===== config.mk =====
export PLATFORM = sky130hd
export DESIGN_NAME = adder_seq_ctrl
export DESIGN_NICKNAME = d
export VERILOG_FILES = /design/src/rtl/adder_seq_ctrl.sv
export SDC_FILE = /design/constraint.sdc
export NUM_CORES = 1
export LEC_CHECK = 0
export CORE_MARGIN = 3
export CORE_UTILIZATION = 52
export CTS_CLUSTER_SIZE = 24
export DETAILED_ROUTE_END_ITERATION = 12
export MAX_ROUTING_LAYER = met4
export PLACE_DENSITY = 0.83
export SLEW_MARGIN = 20
export SYNTH_ARGS = -nofsm -noshare
export SYNTH_HDL_FRONTEND = slang
export SYNTH_SLANG_ARGS = --single-unit

===== constraint.sdc =====
create_clock -name clk -period 3.55 [get_ports clk]
set_input_delay 0.5325 -clock clk [delete_from_list [all_inputs] [get_ports clk]]
set_output_delay 0.5325 -clock clk [all_outputs]
set_load 0.01 [all_outputs]

===== src/rtl/adder_seq_ctrl.sv =====
// adder_seq_ctrl: time-multiplexes one external 4-bit ripple-carry adder
// to add/subtract NIBBLES-nibble operands, LS nibble first.
//
// Ports:
//   clk, rst_n          clock, async active-low reset
//   start, sub          request (taken when start && ready), 0=A+B 1=A-B
//   op_a, op_b          W-bit operands, sampled at accept
//   ready, busy, done   IDLE / RUN+DONE / one-cycle completion pulse
//   result, carry       W-bit result and final Cout (sub: 1 = no borrow)
//   add_a/add_b/add_cin drive to the shared adder (zero outside RUN)
//   add_s/add_cout      adder sum and carry out
//   ovf                 signed overflow (only with ADDER_SEQ_OVF_EN)
//
// Optional feature macro: ADDER_SEQ_OVF_EN adds the registered ovf output.

module adder_seq_ctrl #(
    parameter int unsigned NIBBLES = 4
) (
    input  logic                   clk,
    input  logic                   rst_n,
    input  logic                   start,
    input  logic                   sub,
    input  logic [4*NIBBLES-1:0]   op_a,
    input  logic [4*NIBBLES-1:0]   op_b,
    output logic                   ready,
    output logic                   busy,
    output logic                   done,
    output logic [4*NIBBLES-1:0]   result,
    output logic                   carry,
    output logic [3:0]             add_a,
    output logic [3:0]             add_b,
    output logic                   add_cin,
    input  logic [3:0]             add_s,
    input  logic                   add_cout
`ifdef ADDER_SEQ_OVF_EN
    ,
    output logic                   ovf
`endif
);

    localparam int unsigned W  = 4 * NIBBLES;
    localparam int unsigned IW = (NIBBLES > 2) ? $clog2(NIBBLES) : 1;

    localparam logic [1:0] S_IDLE = 2'd0;
    localparam logic [1:0] S_RUN  = 2'd1;
    localparam logic [1:0] S_DONE = 2'd2;

    localparam logic [IW-1:0] LAST_IDX = IW'(NIBBLES - 1);

    logic [1:0]    state_q, state_d;
    logic [W-1:0]  a_q, a_d;
    logic [W-1:0]  b_q, b_d;
    logic          c_q, c_d;
    logic [IW-1:0] idx_q, idx_d;
    logic [W-1:0]  result_q, result_d;

    logic          accept;
    logic          in_run;
    logic [3:0]    nib_a;
    logic [3:0]    nib_b;
    logic [IW+1:0] nib_lsb;

    assign accept  = start && (state_q == S_IDLE);
    assign in_run  = (state_q == S_RUN);
    assign nib_lsb = {idx_q, 2'b00};
    assign nib_a   = a_q[nib_lsb +: 4];
    assign nib_b   = b_q[nib_lsb +: 4];

    // Adder inputs are forced to zero outside RUN so the shared adder
    // sees a quiet bus whenever this block is not using it.
    assign add_a   = in_run ? nib_a : 4'd0;
    assign add_b   = in_run ? nib_b : 4'd0;
    assign add_cin = in_run ? c_q   : 1'b0;

    assign ready  = (state_q == S_IDLE);
    assign busy   = (state_q != S_IDLE);
    assign done   = (state_q == S_DONE);
    assign result = result_q;
    assign carry  = c_q;

`ifdef ADDER_SEQ_OVF_EN
    logic ovf_q, ovf_d;
    logic c3;

    // Carry into bit 3 recovered from the sum bit: s3 = a3 ^ b3 ^ c3.
    assign c3  = add_a[3] ^ add_b[3] ^ add_s[3];
    assign ovf = ovf_q;
`endif

    always_comb begin
        state_d  = state_q;
        a_d      = a_q;
        b_d      = b_q;
        c_d      = c_q;
        idx_d    = idx_q;
        result_d = result_q;
`ifdef ADDER_SEQ_OVF_EN
        ovf_d    = ovf_q;
`endif
        unique case (state_q)
            S_IDLE: begin
                if (accept) begin
                    // Subtraction is A + ~B + 1: invert B, seed Cin.
                    a_d      = op_a;
                    b_d      = sub ? ~op_b : op_b;
                    c_d      = sub;
                    idx_d    = '0;
                    result_d = '0;
`ifdef ADDER_SEQ_OVF_EN
                    ovf_d    = 1'b0;
`endif
                    state_d  = S_RUN;
                end
            end
            S_RUN: begin
                result_d[nib_lsb +: 4] = add_s;
                c_d = add_cout;
`ifdef ADDER_SEQ_OVF_EN
                // Only the last nibble's value survives to DONE.
                ovf_d = c3 ^ add_cout;
`endif
                if (idx_q == LAST_IDX) begin
                    idx_d   = '0;
                    state_d = S_DONE;
                end else begin
                    idx_d = idx_q + 1'b1;
                end
            end
            S_DONE: begin
                state_d = S_IDLE;
            end
            default: begin
                state_d = S_IDLE;
                idx_d   = '0;
            end
        endcase
    end

    always_ff @(posedge clk or negedge rst_n) begin
        if (!rst_n) begin
            state_q  <= S_IDLE;
            a_q      <= '0;
            b_q      <= '0;
            c_q      <= 1'b0;
            idx_q    <= '0;
            result_q <= '0;
        end else begin
            state_q  <= state_d;
            a_q      <= a_d;
            b_q      <= b_d;
            c_q      <= c_d;
            idx_q    <= idx_d;
            result_q <= result_d;
        end
    end

`ifdef ADDER_SEQ_OVF_EN
    always_ff @(posedge clk or negedge rst_n) begin
        if (!rst_n) begin
            ovf_q <= 1'b0;
        end else begin
            ovf_q <= ovf_d;
        end
    end
`endif

endmodule


== After elaboration in Yosys (flattened, before gate mapping) ==
Cells that the tools add are included.

* Output and inout bits: 29
* Flip-flop bits (word level): 53
* Input port bits: 41
* Logic and storage cells: 42

* Mux-type cells: 15
* Reductions and logical operators: 8
* Bitwise operators: 2
* Shifts and indexed selects: 4
* $add $sub $neg: 2
* Eq/ne operators: 5

{| class="wikitable"
|+ Operators with widths
! cell !! count
|-
| 16-bit 2-to-1 mux || 2
|-
| 16-bit case mux with 2 select lines || 1
|-
| 16-bit by 5-bit indexed part select with 4-bit output || 2
|-
| 16-bit bitwise mux || 1
|-
| 16-bit NOT || 1
|-
| 4-bit by 6-bit variable shift with 16-bit output, first input constant || 1
|-
| 4-bit by 6-bit indexed part select with 16-bit output || 1
|-
| 2-bit 2-to-1 mux || 4
|-
| 4-bit 2-to-1 mux || 2
|-
| 2-bit AND reduction || 4
|-
| 4-bit negation with 6-bit output || 1
|-
| 2-bit case mux with 3 select lines || 1
|-
| 2-bit == test, second input constant || 2
|-
| 2-bit by 1-bit inequality test with 1-bit output, second input constant || 2
|-
| 2-bit case mux with 2 select lines || 1
|-
| 2-bit nonzero test || 2
|-
| 2-bit by 1-bit adder with 2-bit output, second input constant || 1
|-
| 2-bit by 1-bit == test with 1-bit output, second input constant || 1
|-
| 2-bit logical NOT || 1
|-
| 1-bit 2-to-1 mux || 2
|-
| 1-bit case mux with 2 select lines || 1
|-
| 1-bit logical AND || 1
|-
| 1-bit NOT || 1
|}

== Logic depth before layout (Yosys ltp) ==
* Depth after elaboration: 4
* Gate-level depth with buffers: 7
* Depth with buffers taken out: 5

== Worst setup path before layout ==
OpenSTA, ideal clock, no wires.

* Path kind: register -> output
* From: register idx_q[0]
* To: output port add_b[0]
* Data arrival time: 1317 ps
* Path buffers: 2
* Required time: 3017 ps
* Setup slack: 1701 ps
* Stages on the path, launching flop included: 5
* Cell sequence: dfrtp_1 -> buf_6 -> buf_8 -> mux4_2 -> and2_1

* Cells in the longest elaborated chain, start to end: 2

{| class="wikitable"
|+ Ends and longest elaborated chain
! item !! RTL line !! text
|-
| start, declared || 54 || <nowiki>logic [IW-1:0] idx_q, idx_d;</nowiki>
|-
| start signal, assigned || 152 || <nowiki>idx_q <= idx_d;</nowiki>
|-
| 16-bit by 5-bit indexed part select with 4-bit output || 67 || <nowiki>assign nib_b = b_q[nib_lsb +: 4];</nowiki>
|-
| 4-bit 2-to-1 mux || 72 || <nowiki>assign add_b = in_run ? nib_b : 4'd0;</nowiki>
|-
| end, declared || 31 || <nowiki>output logic [3:0] add_b,</nowiki>
|}

Every way passes these cells.

== Worst setup path in the final report ==
* From: register idx_q[0]
* To: output port add_a[0]

* Cells in the longest elaborated chain, start to end: 2

{| class="wikitable"
|+ Ends and longest elaborated chain
! item !! RTL line !! text
|-
| 16-bit by 5-bit indexed part select with 4-bit output || 66 || <nowiki>assign nib_a = a_q[nib_lsb +: 4];</nowiki>
|-
| 4-bit 2-to-1 mux || 71 || <nowiki>assign add_a = in_run ? nib_a : 4'd0;</nowiki>
|-
| end, declared || 30 || <nowiki>output logic [3:0] add_a,</nowiki>
|}

Every way passes these cells.

==> flow_metrics.env <==
export IMPL_crit_chain="mux4_1 -> and2_1 -> clkdlybuf4s50_1"
export IMPL_vdd_drop_max_mv=0.474
export IMPL_vias=1782
export IMPL_die_w_um=76.6
export IMPL_yosys_warnings=0
export IMPL_start_util=0.542
export IMPL_clock_latency_ns=0.30
export IMPL_critPathMaxStageDelay_ns=0.86
export IMPL_use_met2=0.309
export IMPL_antenna_found_initial=0
export IMPL_placed_cells=332
export IMPL_synth_cell_types=26
export IMPL_pin_count=70
export IMPL_drtAntennaViolNets=0
export IMPL_antenna_cells=0
export IMPL_critPathKind="reg2out"
export IMPL_postCtsSetupRepairBufs=0
export IMPL_relSlewSlack=0.378
export IMPL_worstMarginPinSlew_ns=0.931
export IMPL_grt_use_met1=0.237
export IMPL_hold_buffers=0
export IMPL_timing_final_ws_setup_ns=0.565
export IMPL_clock_path_buffers=2
export IMPL_portBuffers=69
export IMPL_cp_start_kind="register"
export IMPL_grt_pass1_wl_um=8680
export IMPL_drc=0
export IMPL_finClkSkew_ns=0.00899
export IMPL_postSynthCellCount=207
export IMPL_die_area_mm2=0.00587
export IMPL_path_clk_slew_ns=0.08
export IMPL_cp_slowest_cell="dfrtp_1"
export IMPL_fin_nets=319
export IMPL_fmaxAchievable_ghz=0.335
export IMPL_path_max_fanout=18
export IMPL_grtUsageMet3=0.0366
export IMPL_numCtsBuffers=5
export IMPL_outcome="finished clean"
export IMPL_p_per_area_mw_per_mm2=786
export IMPL_grt_start_max_net_pins=54
export IMPL_placed_cell_area_mm2=0.00331
export IMPL_synth_area_mm2=0.00259
export IMPL_p_leak_nw=1.40
export IMPL_grt_use_total=0.190
export IMPL_setup_violations=0
export IMPL_cp_required_ns=3.02
export IMPL_hp_class="in2async"
export IMPL_fin_area_mm2=0.00338
export IMPL_cts_sinks=53
export IMPL_layout_drive_gt1_share=0.125
export IMPL_ys_seq_area_frac=0.511
export IMPL_finalHoldViolCount=0
export IMPL_ys_ff_latch=53
export IMPL_totalWireLength_um=5080
export IMPL_min_period_ns=2.98
export IMPL_top_usage_layer="met2"
export IMPL_drt_iter0_markers=86
export IMPL_cts_root_buf="clkbuf_8"
export IMPL_die_h_um=76.6
export IMPL_grt_pass1_vias=1852
export IMPL_drt_vias_per_instance=5.27
export IMPL_num_rows=25
export IMPL_postSynthNetCount=254
export IMPL_htreeDepth=2
export IMPL_endpoint_kind="primary output"
export IMPL_dp_hpwl_um=3680
export IMPL_dr_pass1_iters=4
export IMPL_drv_cap=0
export IMPL_finalNonFillerCells=338
export IMPL_fin_crit_sh=0.841
export IMPL_grt_overflow=0
export IMPL_core_area_mm2=0.00479
export IMPL_slew_viol_final=0
export IMPL_ctsResizeCount=0
export IMPL_crit_arrival_ns=2.45
export IMPL_routabilityCongestion=0.770
export IMPL_wire_per_inst_um=15.0
export IMPL_cts_tree="built"
export IMPL_final_cell_mix="clkdlybuf4s50_1 (68), dfrtp_1 (53), nor2_1 (20)"
export IMPL_rsz0062_at_grt="no"
export IMPL_layout_commonest_cell="clkdlybuf4s50_1"
export IMPL_dp_slack_ns=0.841
export IMPL_postSynthAreaPerCell_um2=12.5
export IMPL_fin_tns_setup_ns=0
export IMPL_area_delta_synth_final_pct=30.3
[worst paths after layout]
check | start | to | slack, ns | cells after the start
max | idx_q[0] | add_a[0] | 0.57 | 3
max in group asynchronous | rst_n | a_q[12] | 2.86 | 1
min in group clk | a_q[3] | a_q[3] | 0.50 | 1
min | rst_n | result[13] | 0.26 | 1
min reg2reg | a_q[3] | a_q[3] | 0.50 | 1
max reg2reg | idx_q[0] | result[6] | 1.29 | 5
[power by group]
group	internal (mW)	switching [mW]	total [mW]
combinational	0.749	0.532	1.28
sequential	0.857	0.212	1.07
clock	0.130	0.176	0.306
total	1.74	0.920	2.66
[registers in the layout (all words and copies together), names as in the netlist]
register / count
a_q: 16
b_q: 16
result: 16
idx_q: 2
state_q: 2
carry: 1
[kinds of logic after synthesis]
group,Yosys count,synth area share
buffers and inverters,19,0.0395
adder cells (fa/ha/maj),6,0.0289
flip-flops,53,0.511
XOR/XNOR,16,0.0540
AO/OA/AOI/OAI,43,0.113
multiplexers,24,0.145
AND/OR/NAND/NOR,46,0.108
[synthesized netlist by cell type, drive strengths merged]
master	instances	area (um^2)
a22o	17	149
buf	9	61.3
clkbuf	4	18.8
and3b	1	8.76
inv	6	22.5
nor3	1	5.00
mux2	16	180
ha	6	75.1
nor2b	1	6.26
nor4	4	76.3
nor3b	1	12.5
a21o	6	45.0
o21ai	2	10.0
dfrtp	53	1330
a21oi	18	90.1
nor2	20	75.1
mux4	8	195
and2	9	56.3
nand2b	3	18.8
nand2	6	22.5
xnor2	16	140
[metrics by stage]
step                total power, mW  hold slack, ns  utilization
floorplan                      1.88           0.237            -
global placement               2.33           0.481        0.691
detailed placement             2.37           0.488        0.691
CTS                            2.69           0.278        0.707
global route                   2.84           0.314        0.707
finish                         2.66           0.257        0.707
[layer usage]
metal  vias up  part of all wire
met5         -                 0
met4         0             0.015
met3        10             0.054
met2        52              0.49
met1       864              0.44
li1        856                 -
[layout make-up]
| cell class | count | area [um^2] |
|---|---|---|
| clock buffer | 5 | 68.8 |
| timing repair buffer | 71 | 703 |
| inverter | 6 | 22.5 |
| multi-input combinational | 135 | 1170 |
| clock inverter | 1 | 5.00 |
| tap | 67 | 83.8 |
| fill | 330 | 1400 |
| sequential | 53 | 1330 |
[critical path, delay by kind of cell (launching register included)]
kind / cells / cell delay [ns]
AND/OR/NAND/NOR: 1 / 0.18
flip-flops: 1 / 0.86
buffers and inverters: 1 / 0.48
multiplexers: 1 / 0.64
Power figures use the tool's default switching activity.
